==> config.mk <==
export PLATFORM = sky130hd
export DESIGN_NAME = cellrv32_io_gateway_flat
export DESIGN_NICKNAME = d
export VERILOG_FILES = /design/src/rtl/cellrv32_package.sv /design/src/rtl/cellrv32_io_gateway_if.sv /design/src/rtl/cellrv32_io_gateway.sv /design/src/flat_wrapper.sv
export SDC_FILE = /design/constraint.sdc
export NUM_CORES = 1
export LEC_CHECK = 0
export BUFFER_PORTS_ARGS = -buffer_cell sky130_fd_sc_hd__buf_2
export CORE_AREA = 5 5 172 174
export CTS_CLUSTER_SIZE = 12
export DETAILED_ROUTE_END_ITERATION = 8
export DIE_AREA = 0 0 177 179
export GPL_TIMING_DRIVEN = 0
export PLACE_DENSITY = 0.46
export SLEW_MARGIN = 0
export SYNTH_ARGS = -nofsm -noshare
export SYNTH_HDL_FRONTEND = slang
export SYNTH_SLANG_ARGS = --single-unit
==> constraint.sdc <==
create_clock -name clk_i -period 4.45 [get_ports clk_i]
set_input_delay 1.335 -clock clk_i [delete_from_list [all_inputs] [get_ports clk_i]]
set_output_delay 1.335 -clock clk_i [all_outputs]
set_load 0.02 [all_outputs]
==> src/rtl/cellrv32_package.sv <==
// Shared cellrv32 definitions: IO address map constants, helpers and the
// IO gateway state/response types.
package cellrv32_package;

  // processor-internal IO window
  localparam logic [31:0] io_base_c = 32'hFFFFFE00;
  localparam int          io_size_c = 512;

  // IO bus timeout limit in BUSY cycles (at least 2)
  localparam int io_gw_timeout_c = 15;

  // smallest n with 2**n >= num (bit index of an aligned window)
  function automatic int index_size_f(input int num);
    int res;
    res = 0;
    for (int i = 31; i >= 0; i--) begin
      if ((longint'(1) << i) >= longint'(num)) begin
        res = i;
      end
    end
    return res;
  endfunction

  // IO gateway FSM states
  typedef enum logic {
    IDLE = 1'b0,
    BUSY = 1'b1
  } io_gw_state_t;

  // merged wired-OR device response
  typedef struct packed {
    logic [31:0] data;
    logic        ack;
    logic        err;
    logic        multi;
  } io_gw_rsp_t;

endpackage

==> src/rtl/cellrv32_io_gateway_if.sv <==
// Host-side and device-side signals of the IO gateway. The slave modport is
// the gateway's view; the master modport is the view of the CPU plus devices.
interface cellrv32_io_gateway_if #(
  parameter int NUM_DEV = 8
);

  // host bus
  logic [31:0]           addr_i;
  logic                  rden_i;
  logic                  wren_i;
  logic [31:0]           data_i;
  logic [3:0]            ben_i;
  logic [31:0]           data_o;
  logic                  ack_o;
  logic                  err_o;

  // device bus
  logic [31:0]           io_addr_o;
  logic                  io_rden_o;
  logic                  io_wren_o;
  logic [31:0]           io_data_o;
  logic [3:0]            io_ben_o;
  logic [NUM_DEV*32-1:0] dev_data_i;
  logic [NUM_DEV-1:0]    dev_ack_i;
  logic [NUM_DEV-1:0]    dev_err_i;

  modport master (
    output addr_i, rden_i, wren_i, data_i, ben_i,
    output dev_data_i, dev_ack_i, dev_err_i,
    input  data_o, ack_o, err_o,
    input  io_addr_o, io_rden_o, io_wren_o, io_data_o, io_ben_o
  );

  modport slave (
    input  addr_i, rden_i, wren_i, data_i, ben_i,
    input  dev_data_i, dev_ack_i, dev_err_i,
    output data_o, ack_o, err_o,
    output io_addr_o, io_rden_o, io_wren_o, io_data_o, io_ben_o
  );

endinterface

==> src/rtl/cellrv32_io_gateway.sv <==
// Single-outstanding gateway from the CPU data bus into the IO device space.
// Decodes the IO window, issues one-cycle device strobes, merges the wired-OR
// device responses and answers the host with a registered ack/err/data word.
// A missing device response is turned into a bus error after TIMEOUT cycles.
module cellrv32_io_gateway
  import cellrv32_package::*;
#(
  parameter int          TIMEOUT = io_gw_timeout_c,
  parameter int          NUM_DEV = 8,
  parameter logic [31:0] IO_BASE = io_base_c,
  parameter int          IO_SIZE = io_size_c
) (
  input  logic                 clk_i,
  input  logic                 rst_i,
  cellrv32_io_gateway_if.slave bus
);

  localparam int                 win_lsb_c  = index_size_f(IO_SIZE);
  localparam int                 cnt_w_c    = $clog2(TIMEOUT + 1);
  localparam logic [cnt_w_c-1:0] cnt_max_c  = cnt_w_c'(TIMEOUT);
  localparam logic [cnt_w_c-1:0] cnt_last_c = cnt_w_c'(TIMEOUT - 1);

  io_gw_state_t       state, state_nxt;
  logic [cnt_w_c-1:0] cnt;
  logic               rd_q;
  logic               win_hit;
  logic               accept;
  logic               done_ack;
  logic               done_err;
  io_gw_rsp_t         rsp;

  // OR-reduce all device slices; more than one ack bit is a decode conflict
  function automatic io_gw_rsp_t merge_f(input logic [NUM_DEV*32-1:0] d,
                                         input logic [NUM_DEV-1:0]    a,
                                         input logic [NUM_DEV-1:0]    e);
    io_gw_rsp_t r;
    r = '0;
    for (int i = 0; i < NUM_DEV; i++) begin
      r.data = r.data | d[i*32 +: 32];
    end
    r.ack   = |a;
    r.err   = |e;
    r.multi = (a & (a - NUM_DEV'(1))) != '0;
    return r;
  endfunction

  assign rsp     = merge_f(bus.dev_data_i, bus.dev_ack_i, bus.dev_err_i);
  assign win_hit = (bus.addr_i[31:win_lsb_c] == IO_BASE[31:win_lsb_c]);

  // state register
  always_ff @(posedge clk_i or posedge rst_i) begin
    if (rst_i) begin
      state <= IDLE;
    end else begin
      state <= state_nxt;
    end
  end

  // accept in IDLE; in BUSY resolve error, single ack, then timeout
  always_comb begin
    state_nxt = state;
    accept    = 1'b0;
    done_ack  = 1'b0;
    done_err  = 1'b0;
    case (state)
      IDLE: begin
        if ((bus.rden_i || bus.wren_i) && win_hit) begin
          accept    = 1'b1;
          state_nxt = BUSY;
        end
      end
      BUSY: begin
        if (rsp.err || rsp.multi) begin
          done_err  = 1'b1;
          state_nxt = IDLE;
        end else if (rsp.ack) begin
          done_ack  = 1'b1;
          state_nxt = IDLE;
        end else if (cnt >= cnt_last_c) begin
          done_err  = 1'b1;
          state_nxt = IDLE;
        end
      end
      default: state_nxt = IDLE;
    endcase
  end

  // saturating BUSY-cycle counter, cleared on every accept
  always_ff @(posedge clk_i or posedge rst_i) begin
    if (rst_i) begin
      cnt <= '0;
    end else if (accept) begin
      cnt <= '0;
    end else if ((state == BUSY) && (cnt != cnt_max_c)) begin
      cnt <= cnt + 1'b1;
    end
  end

  // latch the request, pulse strobes and register the host response
  always_ff @(posedge clk_i or posedge rst_i) begin
    if (rst_i) begin
      bus.io_addr_o <= '0;
      bus.io_data_o <= '0;
      bus.io_ben_o  <= '0;
      bus.io_rden_o <= 1'b0;
      bus.io_wren_o <= 1'b0;
      bus.data_o    <= '0;
      bus.ack_o     <= 1'b0;
      bus.err_o     <= 1'b0;
      rd_q          <= 1'b0;
    end else begin
      bus.io_rden_o <= 1'b0;
      bus.io_wren_o <= 1'b0;
      bus.ack_o     <= done_ack;
      bus.err_o     <= done_err;
      bus.data_o    <= (done_ack && rd_q) ? rsp.data : 32'h0;
      if (accept) begin
        bus.io_addr_o <= bus.addr_i;
        bus.io_ben_o  <= bus.ben_i;
        bus.io_wren_o <= bus.wren_i;
        bus.io_rden_o <= bus.rden_i & ~bus.wren_i;
        bus.io_data_o <= bus.wren_i ? bus.data_i : 32'h0;
        rd_q          <= ~bus.wren_i;
      end
    end
  end

endmodule

==> src/flat_wrapper.sv <==
// flat-port wrapper written by rule: the top's interface ports become plain ports
module cellrv32_io_gateway_flat import cellrv32_package::*;
#(
  parameter int          TIMEOUT = io_gw_timeout_c,
  parameter int          NUM_DEV = 8,
  parameter logic [31:0] IO_BASE = io_base_c,
  parameter int          IO_SIZE = io_size_c
)
  (clk_i, rst_i, bus_addr_i, bus_rden_i, bus_wren_i, bus_data_i, bus_ben_i, bus_dev_data_i, bus_dev_ack_i, bus_dev_err_i, bus_data_o, bus_ack_o, bus_err_o, bus_io_addr_o, bus_io_rden_o, bus_io_wren_o, bus_io_data_o, bus_io_ben_o);
  cellrv32_io_gateway_if #(.NUM_DEV(NUM_DEV)) bus_i ();
  input  logic clk_i;
  input  logic rst_i;
  input wire logic [$bits(bus_i.addr_i)-1:0] bus_addr_i;
  input wire logic [$bits(bus_i.rden_i)-1:0] bus_rden_i;
  input wire logic [$bits(bus_i.wren_i)-1:0] bus_wren_i;
  input wire logic [$bits(bus_i.data_i)-1:0] bus_data_i;
  input wire logic [$bits(bus_i.ben_i)-1:0] bus_ben_i;
  input wire logic [$bits(bus_i.dev_data_i)-1:0] bus_dev_data_i;
  input wire logic [$bits(bus_i.dev_ack_i)-1:0] bus_dev_ack_i;
  input wire logic [$bits(bus_i.dev_err_i)-1:0] bus_dev_err_i;
  output wire logic [$bits(bus_i.data_o)-1:0] bus_data_o;
  output wire logic [$bits(bus_i.ack_o)-1:0] bus_ack_o;
  output wire logic [$bits(bus_i.err_o)-1:0] bus_err_o;
  output wire logic [$bits(bus_i.io_addr_o)-1:0] bus_io_addr_o;
  output wire logic [$bits(bus_i.io_rden_o)-1:0] bus_io_rden_o;
  output wire logic [$bits(bus_i.io_wren_o)-1:0] bus_io_wren_o;
  output wire logic [$bits(bus_i.io_data_o)-1:0] bus_io_data_o;
  output wire logic [$bits(bus_i.io_ben_o)-1:0] bus_io_ben_o;
  assign bus_i.addr_i = bus_addr_i;
  assign bus_i.rden_i = bus_rden_i;
  assign bus_i.wren_i = bus_wren_i;
  assign bus_i.data_i = bus_data_i;
  assign bus_i.ben_i = bus_ben_i;
  assign bus_i.dev_data_i = bus_dev_data_i;
  assign bus_i.dev_ack_i = bus_dev_ack_i;
  assign bus_i.dev_err_i = bus_dev_err_i;
  assign bus_data_o = bus_i.data_o;
  assign bus_ack_o = bus_i.ack_o;
  assign bus_err_o = bus_i.err_o;
  assign bus_io_addr_o = bus_i.io_addr_o;
  assign bus_io_rden_o = bus_i.io_rden_o;
  assign bus_io_wren_o = bus_i.io_wren_o;
  assign bus_io_data_o = bus_i.io_data_o;
  assign bus_io_ben_o = bus_i.io_ben_o;
  cellrv32_io_gateway #(.TIMEOUT(TIMEOUT), .NUM_DEV(NUM_DEV), .IO_BASE(IO_BASE), .IO_SIZE(IO_SIZE)) u_core (.clk_i(clk_i), .rst_i(rst_i), .bus(bus_i));
endmodule
==> metrics.md <==
| Metric | Value |
|---|---|
| Max-cap viol count | `0` |
| Post-synth ARST share | `100%` |
| ANT nets after route | `0` |
| CTS max path bufs | `2` |
| Synth warn | `0` |
| Reg2reg end | `u_core.bus.io_data_o[14]` |
| Register area | `~0.0028 sq mm` |
| PortBufs | `~450` |
| Clock Sinks | `110` |
| Syn_area_per_cell | `around 12 sq um` |
| First-pass GRT wire length | `roughly 34000 microns` |
| Area Growth Syn to Fin | `63.3%` |
| Proportion of layout cells with a drive suffix above 1 | `roughly 58%` |
| Multi-input combinational cell area | `~0.0019 sq mm` |
| Drt total wl | `about 24000 microns` |
| Cells after Synth | `approximately 410` |
| DR vias/cell | `about 4` |
| Kind of start point of the critical path | `primary input` |
| Starting DRT DRC Count | `204` |
| GRT Total Usage | `14.2%` |
| Crit path max fanout | `10` |
| First-pass detailed-route iteration total | `4` |
| Ranking of synthesized cells by area | `dfrtp_1, nor4_1, a211oi_2, mux2i_1, mux2_2` |
| Setup TNS Final | `0 ns` |
| Hold Slack | `0.463 ns` |
| Leading area contributor after synthesis | `dfrtp_1` |
| Vias in the first global route | `~5500` |
| # setup viols final | `0` |
| Initial core utilization | `roughly 17%` |
| Hold buffers post-CTS | `0` |
| Post-Layout Cell Count | `1257` |
| Cell Rows | `61` |
| Vias | `around 5100` |
| Post-synth top flop | `dfrtp_1` |
| Clock Skew | `about 0.013 ns` |
| Die Y | `179 microns` |
| RSZ-0062 raised after global routing | `no` |
| CTS tree | `done` |
| FF-to-FF Start | `u_core.state` |
| LEAKAGE | `~4.5 nW` |
| Final min period | `approximately 3.6 ns` |
| Netlist cell types | `36` |
| Cell Area, Synth | `slightly below 0.005 sq mm` |
| Most common library cells after synthesis | `dfrtp_1, nor4_1, inv_1, nand2_1, mux2i_1` |
| Postcts setup bufs | `0` |
| CTS resizes | `0` |
| Total CTS buffers | `9` |
| Grt ovf | `0` |
| Initial antenna violation count | `6` |
| H-tree Lvls | `3` |
| Min-Delay Startpoint | `u_core.bus.io_addr_o[18]` |
| Total core area | `about 0.028 sq mm` |
| Highest Clock Rate | `280 MHz` |
| Seq/Total Area, Yosys | `between 50 and 60%` |
| Final hold violation count | `0` |
| Largest net degree at the start of global routing | `80` |
| Rel. slew slack | `between 20% and 30%` |
| R2R depth | `6` |
| Worst setup EP type | `register` |
| Slew Limit Fails | `0` |
| Clock Root Buffer | `clkbuf_16` |
| Worst path required time | `about 4.7 ns` |
| Most frequent cell after synthesis | `dfrtp_1` |
| PwrDens | `between 200 and 300 mW/mm^2` |
| Reg clk slew, reported paths | `around 0.080 ns` |
| Outcome | `finished clean` |
| Clock Latency Late Sink | `0.36 ns` |
| Worst min-delay path category | `register to register` |
| Die Wd | `177 microns` |
| Flops & latches, synth | `110` |
| Pre-CTS WS | `about 0.32 ns` |
| Placed cells | `1239` |
| Synth top area share | `57.0%` |
| Crit path DAT | `~3.8 ns` |
| I/O pin count | `around 450` |
| Count of flip-flops with a built-in enable after synthesis | `0` |
| WHS Endpoint | `u_core.bus.io_addr_o[18]` |
| Worst Setup SP | `bus_wren_i` |
| Hold path depth | `1` |
| Gpl congestion | `0.845` |
| Layout Nets | `1218` |
| Period utilisation layout | `between 80 and 90%` |
| WL per Instance | `~19 microns` |
| # DRC | `0` |
| Maximum vdd ir drop | `between 0.00015 and 0.0002 V` |
| Detailed placement HPWL | `~20000 microns` |
| Crit Path Class | `primary input to register` |
| Flop2flop setup slack | `approximately 1.6 ns` |
| Syn_nets | `760` |
| Die area | `0.0317 sq mm` |
| Slew @ Worst Pin | `between 1 and 1.5 ns` |
| FILL cells | `3007` |
| Worst setup margin | `approximately 0.87 ns` |
==> final cells by class <==
type / instances / share of cell area, %
flip-flops and latches: 110 / 34.9
repair buffers: 447 / 28.6
multi-input cells: 250 / 23.5
well taps: 378 / 5.99
clock buffers: 9 / 2.85
inverters: 36 / 1.77
clock inverters: 7 / 1.19
plain buffers: 18 / 1.16
diodes: 2 / 0.0634
==> worst max-delay path, stage by stage <==
cell	delay (ns)
clkbuf_1	0.30
nor2_1	0.07
nor4_1	0.89
nand2_1	0.50
buf_1	0.47
mux2i_1	0.21
==> power by group <==
group	internal, mW	switching, mW	leakage, nW
clock	0.412	0.454	0.154
sequential	0.999	0.00000282	1.35
combinational	0.122	0.103	2.96
total	1.53	0.557	4.47
==> per-stage QoR <==
stage | util (%) | area, sq um | power [mW]
6_report | 28.6 | 7900 | 2.09
2_1_floorplan | - | 4830 | 1.06
4_1_cts | 28.6 | 7890 | 2.14
5_1_grt | 28.6 | 7890 | 2.19
3_3_place_gp | 27.3 | 7540 | 1.24
3_5_place_dp | 27.4 | 7570 | 1.25
==> kinds of logic after synthesis <==
group / share of synthesized area [%]
XOR/XNOR: 0.544
AND/OR/NAND/NOR: 17.6
adder cells (fa/ha/maj): 0.518
multiplexers: 9.66
buffers and inverters: 4.69
AO/OA/AOI/OAI: 10.1
flip-flops: 57.0
==> per-layer routing <==
layer	GRT usage, %	wire length [microns]	vias up
li1	-	-	2426
met1	17.4	9430	2377
met2	23.9	11400	251
met3	5.25	2320	29
met4	3.48	421	8
met5	0	68	-
==> sequential cells by signal, summed over array words and instances (netlist names) <==
| register | flops |
|---|---|
| u_core.bus.io_addr_o | 32 |
| u_core.bus.ack_o | 1 |
| u_core.bus.data_o | 32 |
| u_core.state | 1 |
| u_core.rd_q | 1 |
| u_core.bus.io_wren_o | 1 |
| u_core.bus.io_data_o | 32 |
| u_core.bus.io_rden_o | 1 |
| u_core.bus.err_o | 1 |
| u_core.bus.io_ben_o | 4 |
| u_core.cnt | 4 |
==> worst max path at each step <==
stage	end	slack (ns)
finish	u_core.bus.io_data_o[14]	0.87
global route	u_core.bus.io_data_o[14]	0.46
CTS	u_core.bus.io_data_o[14]	0.72
detailed placement	u_core.bus.io_data_o[14]	0.32
global placement	u_core.bus.io_data_o[17]	-1.56
floorplan	u_core.bus.ack_o	0.21
==> layout by cell type (no fill, tap or decap), types with 9 or more instances in the layout <==
master / instances
nor4_1: 67
mux2_2: 13
nand2b_1: 23
inv_1: 35
clkbuf_1: 11
buf_2: 447
nand2_1: 36
dfrtp_1: 110
mux2i_1: 32
a211oi_2: 28
clkbuf_16: 9
Note: power is estimated with default switching activity, not from simulation.
